File: src/rtl/soc_mgmt_pll_seq.sv
// PLL bring-up and clock-mux switch-over sequencer on the always-on reference clock.
// Resets the PLL, qualifies lock, hands the consumer mux to the PLL and falls back safely.
module soc_mgmt_pll_seq #(
    parameter int SyncStages       = 3,
    parameter int ResetHoldCycles  = 32,
    parameter int LockStableCycles = 8,
    parameter int TimeoutW         = 16
) (
    input  logic                i_clk,
    input  logic                i_rst_n,
    input  logic                i_enable_req,
    input  logic                i_disable_req,
    input  logic                i_clear,
    input  logic [TimeoutW-1:0] i_timeout,
    input  logic                i_pll_lock,
    input  logic                i_mux_active,
    output logic                o_pll_resetb,
    output logic                o_mux_select,
    output logic                o_busy,
    output logic                o_running,
    output logic                o_err_timeout,
    output logic                o_err_lock_lost,
    output logic [2:0]          o_state
);
    typedef enum logic [2:0] {
        IDLE      = 3'd0,
        RST_HOLD  = 3'd1,
        WAIT_LOCK = 3'd2,
        SW_PLL    = 3'd3,
        RUN       = 3'd4,
        SW_REF    = 3'd5,
        ERROR     = 3'd6
    } state_t;

    localparam int CntMax = (ResetHoldCycles > LockStableCycles) ? ResetHoldCycles : LockStableCycles;
    localparam int CntW   = $clog2(CntMax + 1);
    localparam logic [CntW-1:0] HoldLast   = CntW'(ResetHoldCycles - 1);
    localparam logic [CntW-1:0] StableLast = CntW'(LockStableCycles - 1);

    state_t              state_reg, state_next;
    logic [SyncStages-1:0] sync_reg, sync_next;
    logic [CntW-1:0]     cnt_reg, cnt_next;
    logic [TimeoutW-1:0] tmo_reg, tmo_next, tmo_inc;
    logic                err_tmo_reg, err_tmo_next;
    logic                err_lost_reg, err_lost_next;
    logic                resetb_reg, resetb_next;
    logic                select_reg, select_next;
    logic                busy_reg, busy_next;
    logic                running_reg, running_next;
    logic                lock_s, timeout_hit, set_tmo, set_lost;

    generate
        for (genvar gi = 0; gi < SyncStages; gi++) begin : g_sync
            if (gi == 0) begin : g_first
                assign sync_next[gi] = i_pll_lock;
            end else begin : g_rest
                assign sync_next[gi] = sync_reg[gi-1];
            end
        end
    endgenerate

    assign lock_s = sync_reg[SyncStages-1];

    // Time-in-state counter; saturates so a long RUN never wraps into a false timeout.
    assign tmo_inc     = (&tmo_reg) ? tmo_reg : tmo_reg + TimeoutW'(1);
    assign timeout_hit = (i_timeout != '0) && (tmo_inc == i_timeout);

    always_comb begin
        state_next = state_reg;
        cnt_next   = cnt_reg;
        tmo_next   = tmo_inc;
        set_tmo    = 1'b0;
        set_lost   = 1'b0;
        case (state_reg)
            IDLE: begin
                if (i_enable_req) state_next = RST_HOLD;
            end
            RST_HOLD: begin
                if (i_disable_req)            state_next = IDLE;
                else if (cnt_reg == HoldLast) state_next = WAIT_LOCK;
                else                          cnt_next   = cnt_reg + CntW'(1);
            end
            WAIT_LOCK: begin
                cnt_next = lock_s ? cnt_reg + CntW'(1) : '0;
                if (i_disable_req) begin
                    state_next = IDLE;
                end else if (lock_s && (cnt_reg == StableLast)) begin
                    state_next = SW_PLL;
                end else if (timeout_hit) begin
                    state_next = ERROR;
                    set_tmo    = 1'b1;
                end
            end
            SW_PLL: begin
                if (!lock_s) begin
                    state_next = SW_REF;
                    set_lost   = 1'b1;
                end else if (i_mux_active) begin
                    state_next = RUN;
                end else if (timeout_hit) begin
                    state_next = SW_REF;
                    set_tmo    = 1'b1;
                end
            end
            RUN: begin
                // Lock loss outranks a simultaneous disable so the flag is never lost.
                if (!lock_s) begin
                    state_next = SW_REF;
                    set_lost   = 1'b1;
                end else if (i_disable_req) begin
                    state_next = SW_REF;
                end
            end
            SW_REF: begin
                if (!i_mux_active) begin
                    state_next = IDLE;
                end else if (timeout_hit) begin
                    state_next = ERROR;
                    set_tmo    = 1'b1;
                end
            end
            ERROR: begin
                if (i_clear) state_next = IDLE;
            end
            default: state_next = IDLE;
        endcase

        if (state_next != state_reg) begin
            cnt_next = '0;
            tmo_next = '0;
        end

        err_tmo_next  = set_tmo  | (err_tmo_reg  & ~i_clear);
        err_lost_next = set_lost | (err_lost_reg & ~i_clear);

        // Outputs decoded from the next state so they register alongside it.
        resetb_next  = state_next inside {WAIT_LOCK, SW_PLL, RUN, SW_REF};
        select_next  = (state_next == SW_PLL) || (state_next == RUN);
        busy_next    = state_next inside {RST_HOLD, WAIT_LOCK, SW_PLL, SW_REF};
        running_next = (state_next == RUN);
    end

    always_ff @(posedge i_clk) begin
        if (!i_rst_n) begin
            state_reg    <= IDLE;
            sync_reg     <= '0;
            cnt_reg      <= '0;
            tmo_reg      <= '0;
            err_tmo_reg  <= 1'b0;
            err_lost_reg <= 1'b0;
            resetb_reg   <= 1'b0;
            select_reg   <= 1'b0;
            busy_reg     <= 1'b0;
            running_reg  <= 1'b0;
        end else begin
            state_reg    <= state_next;
            sync_reg     <= sync_next;
            cnt_reg      <= cnt_next;
            tmo_reg      <= tmo_next;
            err_tmo_reg  <= err_tmo_next;
            err_lost_reg <= err_lost_next;
            resetb_reg   <= resetb_next;
            select_reg   <= select_next;
            busy_reg     <= busy_next;
            running_reg  <= running_next;
        end
    end

    assign o_state         = state_reg;
    assign o_pll_resetb    = resetb_reg;
    assign o_mux_select    = select_reg;
    assign o_busy          = busy_reg;
    assign o_running       = running_reg;
    assign o_err_timeout   = err_tmo_reg;
    assign o_err_lock_lost = err_lost_reg;

endmodule

File: config.mk
export PLATFORM = sky130hd
export DESIGN_NAME = soc_mgmt_pll_seq
export DESIGN_NICKNAME = d
export VERILOG_FILES = /design/src/rtl/soc_mgmt_pll_seq.sv
export SDC_FILE = /design/constraint.sdc
export NUM_CORES = 1
export LEC_CHECK = 0
export BUFFER_PORTS_ARGS = -buffer_cell sky130_fd_sc_hd__buf_2
export CORE_MARGIN = 2
export CORE_UTILIZATION = 30
export DETAILED_ROUTE_END_ITERATION = 8
export SLEW_MARGIN = 15
export SYNTH_ARGS = -nofsm -noshare
export SYNTH_HDL_FRONTEND = slang
export SYNTH_SLANG_ARGS = --single-unit
File: constraint.sdc
create_clock -name i_clk -period 9.1 [get_ports i_clk]
set_input_delay 0.455 -clock i_clk [delete_from_list [all_inputs] [get_ports i_clk]]
set_output_delay 0.455 -clock i_clk [all_outputs]
set_load 0.005 [all_outputs]
==> run_results.csv <==
group,metric,value,unit
synthesis,yosys-mux-area-fraction,0.0306,
power_and_ir_drop,power.ir.vdd_worst,87.3,µV
timing,tightest_slew,1.14,ns
job,cap_viol_max_count,0,
die,initial_utilization,0.309,
timing,max_slew_margin,0.240,
worst_setup_path,data_required_time_of_the_critical_path,9.23,ns
finish,number_of_flip_flops_under_the_largest_register_name,16,
worst_setup_path,cpMostUsedCell,"a31oi_1",
finish,regArea,681,µm²
synthesis,ys_top_cells_by_count,"34 x dfxtp_1, 31 x nor2_1, 25 x nand2_1",
clock_tree,worst_skew_pair.late_latency,0.29,ns
timing,hold_viol_final,0,
synthesis,yosys.area_share.adder,0.0105,
die,die_x,93.0,µm
clock_tree,cts_hold_repair.buffers,0,
synthesis,synthCells,289,
worst_setup_path,worst-path-max-fanout,22,
routing,drt_iter0_markers,157,
synthesis,yosys.cell_count.top_type,"dfxtp_1",
synthesis,synthArstFlopShare,0,
global_route,grt_overflow_total,0,
routing,postRouteWirelength,6020,µm
worst_setup_path,critPathKind,"reg2reg",
finish,design_area,2650,µm²
die,rows,32,
placement,routabilityCongestion,0.945,
routing,drcViolationCount,0,
clock_tree,clk_pin_slew_worst_paths,0.08,ns
global_route,grt_first_pass_wirelength,9950,µm
global_route,grt_start_max_net_pins,23,
synthesis,sequential_fraction_of_the_synthesis_area,0.287,
finish,layout-drive-gt1-share,0.224,
global_route,gr-usage-all-layers,0.144,
placement,place.port_buffers,31,
die,floorplan.core_area,7690,µm²
clock_tree,numCtsBuffers,5,
clock_tree,max-clock-path-buffers,2,
worst_setup_path,critical_path_sink_type,"flip-flop",
synthesis,synth_fp_nets,314,
worst_setup_path,cp_top_family,"simple AND/OR/NAND/NOR gates",
worst_setup_path,worst_setup_path_start_kind,"flip-flop",
clock_tree,tritoncts_clock_tree,"yes",
placement,post_dp_cell_area,2560,µm²
finish,nFillCells,811,
worst_setup_path,worst_path_max_delay_cell,"o211ai_2",
worst_setup_path,crit_path_cell_trace,"ha_1, nand3_2, nor4_4, mux2i_1, a31oi_1, nand4_1, nor4b_2, a31oi_1, o211ai_2, nor3_1",
synthesis,synth_compound_area_frac,0.160,
timing,finalClockSkew,0.00594,ns
worst_setup_path,critical_path.max_stage_delay,0.91,ns
power_and_ir_drop,design_power_total,0.000307,W
routing,firstDrtPassIters,4,
timing,setup_viol,0,
synthesis,ys_types,65,
global_route,first_global_vias,2040,
routing,ant_nets,0,
finish,synthToLayoutAreaGrowth,11.8,%
synthesis,post_synth_top_area_cell,"dfxtp_1",
synthesis,yosysWarningCount,0,
power_and_ir_drop,power_leakage,0.978,nW
timing,finalCriticalPeriod,3.89,ns
timing,number_of_pins_with_negative_max_slew_slack_in_the_final_report,0,
synthesis,post_synth_xor_area_fraction,0.0912,
finish,num_antenna_cells,0,
finish,multi_input_comb_area,1560,µm²
clock_tree,clock_tree.htree_level_count,2,
timing,share_of_the_clock_period_used_by_the_worst_path,0.427,
synthesis,ys_dominant_reg_cell,"dfxtp_1",
clock_tree,post_cts.resized_instances,0,
power_and_ir_drop,cellPowerDensity,116,nW/µm²
clock_tree,number_of_clock_sinks,34,
timing,finalSetupTns,0,ns
placement,placed_wire_length_estimate_after_detailed_placement,4740,µm
synthesis,synth_top_family_by_area,"simple AND/OR/NAND/NOR gates",
worst_setup_path,timing.critical_path.arrival,4.02,ns
die,fp.dieArea,8640,µm²
routing,wire_per_inst,14.4,µm
worst_setup_path,critical_path.n_buffers_inverters,0,
die,floorplan.io_pins,32,
timing,fmaxAchievable,257,MHz
synthesis,synthSimpleGateAreaFrac,0.363,
timing,rsz0062_at_grt,"no",
global_route,grt_antenna_before_repair,0,
synthesis,synth_enable_flop_cells,0,
hold_path,min-delay-path-class,"in2reg",
clock_tree,cts_setup_buffers,0,
routing,post_drt_via_cell_ratio,5.25,
synthesis,netlist_area_before_placement,2370,µm²
finish,num-nets-final,341,
synthesis,yosys.area.top_type_share,0.287,
routing,vias,2200,
die,fp.dieH,93.0,µm
clock_tree,clock-root-buffer,"clkbuf_8",
synthesis,synth-seq-cells,34,
synthesis,dominant_cells_by_area_after_synthesis,"dfxtp_1 29%, nor2_1 4.9%, xor2_1 4.8%",
outcome,status,"completed",
synthesis,postSynthAreaPerCell,8.21,µm²
==> worst paths after layout <==
check | slack [ns] | cells after the start | startpoint | to
worst max register to register | 5.21 | 10 | tmo_reg[1] | cnt_reg[2]
worst min register to register | 0.44 | 1 | sync_reg[1] | sync_reg[2]
worst max-delay path | 5.21 | 10 | tmo_reg[1] | cnt_reg[2]
worst min-delay path | 0.36 | 2 | i_pll_lock | sync_reg[0]
==> routing by layer <==
| metal | up-vias | routed length [µm] | GRT usage |
|---|---|---|---|
| li1 | 1107 | - | - |
| met1 | 1000 | 2870 | 0.197 |
| met5 | - | 0 | 0 |
| met2 | 76 | 2600 | 0.218 |
| met4 | 0 | 182 | 0.0650 |
| met3 | 17 | 368 | 0.0301 |
==> layout by cell type (no fill, tap or decap), drive strengths merged, types with 3 or more instances in the layout <==
master	n
inv	12
o22ai	3
xor2	13
dfxtp	34
xnor2	6
nor4	10
nand3	10
and2	8
nand2	25
a21oi	10
nand4	12
clkbuf	5
mux2i	6
nor3	16
and3	7
nor2b	6
a31o	3
nor2	36
nand2b	7
a31oi	4
or3	3
o211ai	3
o21ai	13
buf	31
==> worst register-to-register path: stages (launching register included) <==
cell and delay, ns:
dfxtp_1 0.45, ha_1 0.29, nand3_2 0.21, nor4_4 0.64, mux2i_1 0.21, a31oi_1 0.18, nand4_1 0.12, nor4b_2 0.39
a31oi_1 0.19, o211ai_2 0.91, nor3_1 0.14
==> metrics by stage <==
stage / util / instances / setup WS, ns / hold WS, ns
floorplan: - / 289 / 6.16 / 0.412
detailed placement: 0.333 / 411 / 5.21 / 0.421
finish: 0.345 / 419 / 5.21 / 0.365
global placement: 0.333 / 411 / 5.38 / 0.414
global route: 0.345 / 419 / 4.86 / 0.357
CTS: 0.345 / 419 / 5.20 / 0.361
==> power by group <==
part	internal [W]	switching [W]	leakage, nW
sequential	0.000151	0.00000292	0.275
clock	0.0000538	0.0000644	0.0441
combinational	0.0000148	0.0000198	0.659
total	0.000219	0.0000872	0.978
==> cell families (layout without fill, tap and decap cells) <==
logic type,Yosys count,after routing
AO/OA/AOI/OAI,55,55
XOR/XNOR,21,21
adder cells (fa/ha/maj),2,2
buffers and inverters,23,51
flip-flops,34,34
multiplexers,6,6
AND/OR/NAND/NOR,148,148
==> layout make-up <==
type,instances,share of cell area
Clock buffer,5,0.0259
Clock inverter,3,0.00802
Inverter,12,0.0170
Multi-Input combinational cell,232,0.586
Sequential cell,34,0.256
Tap cell,102,0.0481
Timing Repair Buffer,31,0.0585
Power figures use the tool's default switching activity.
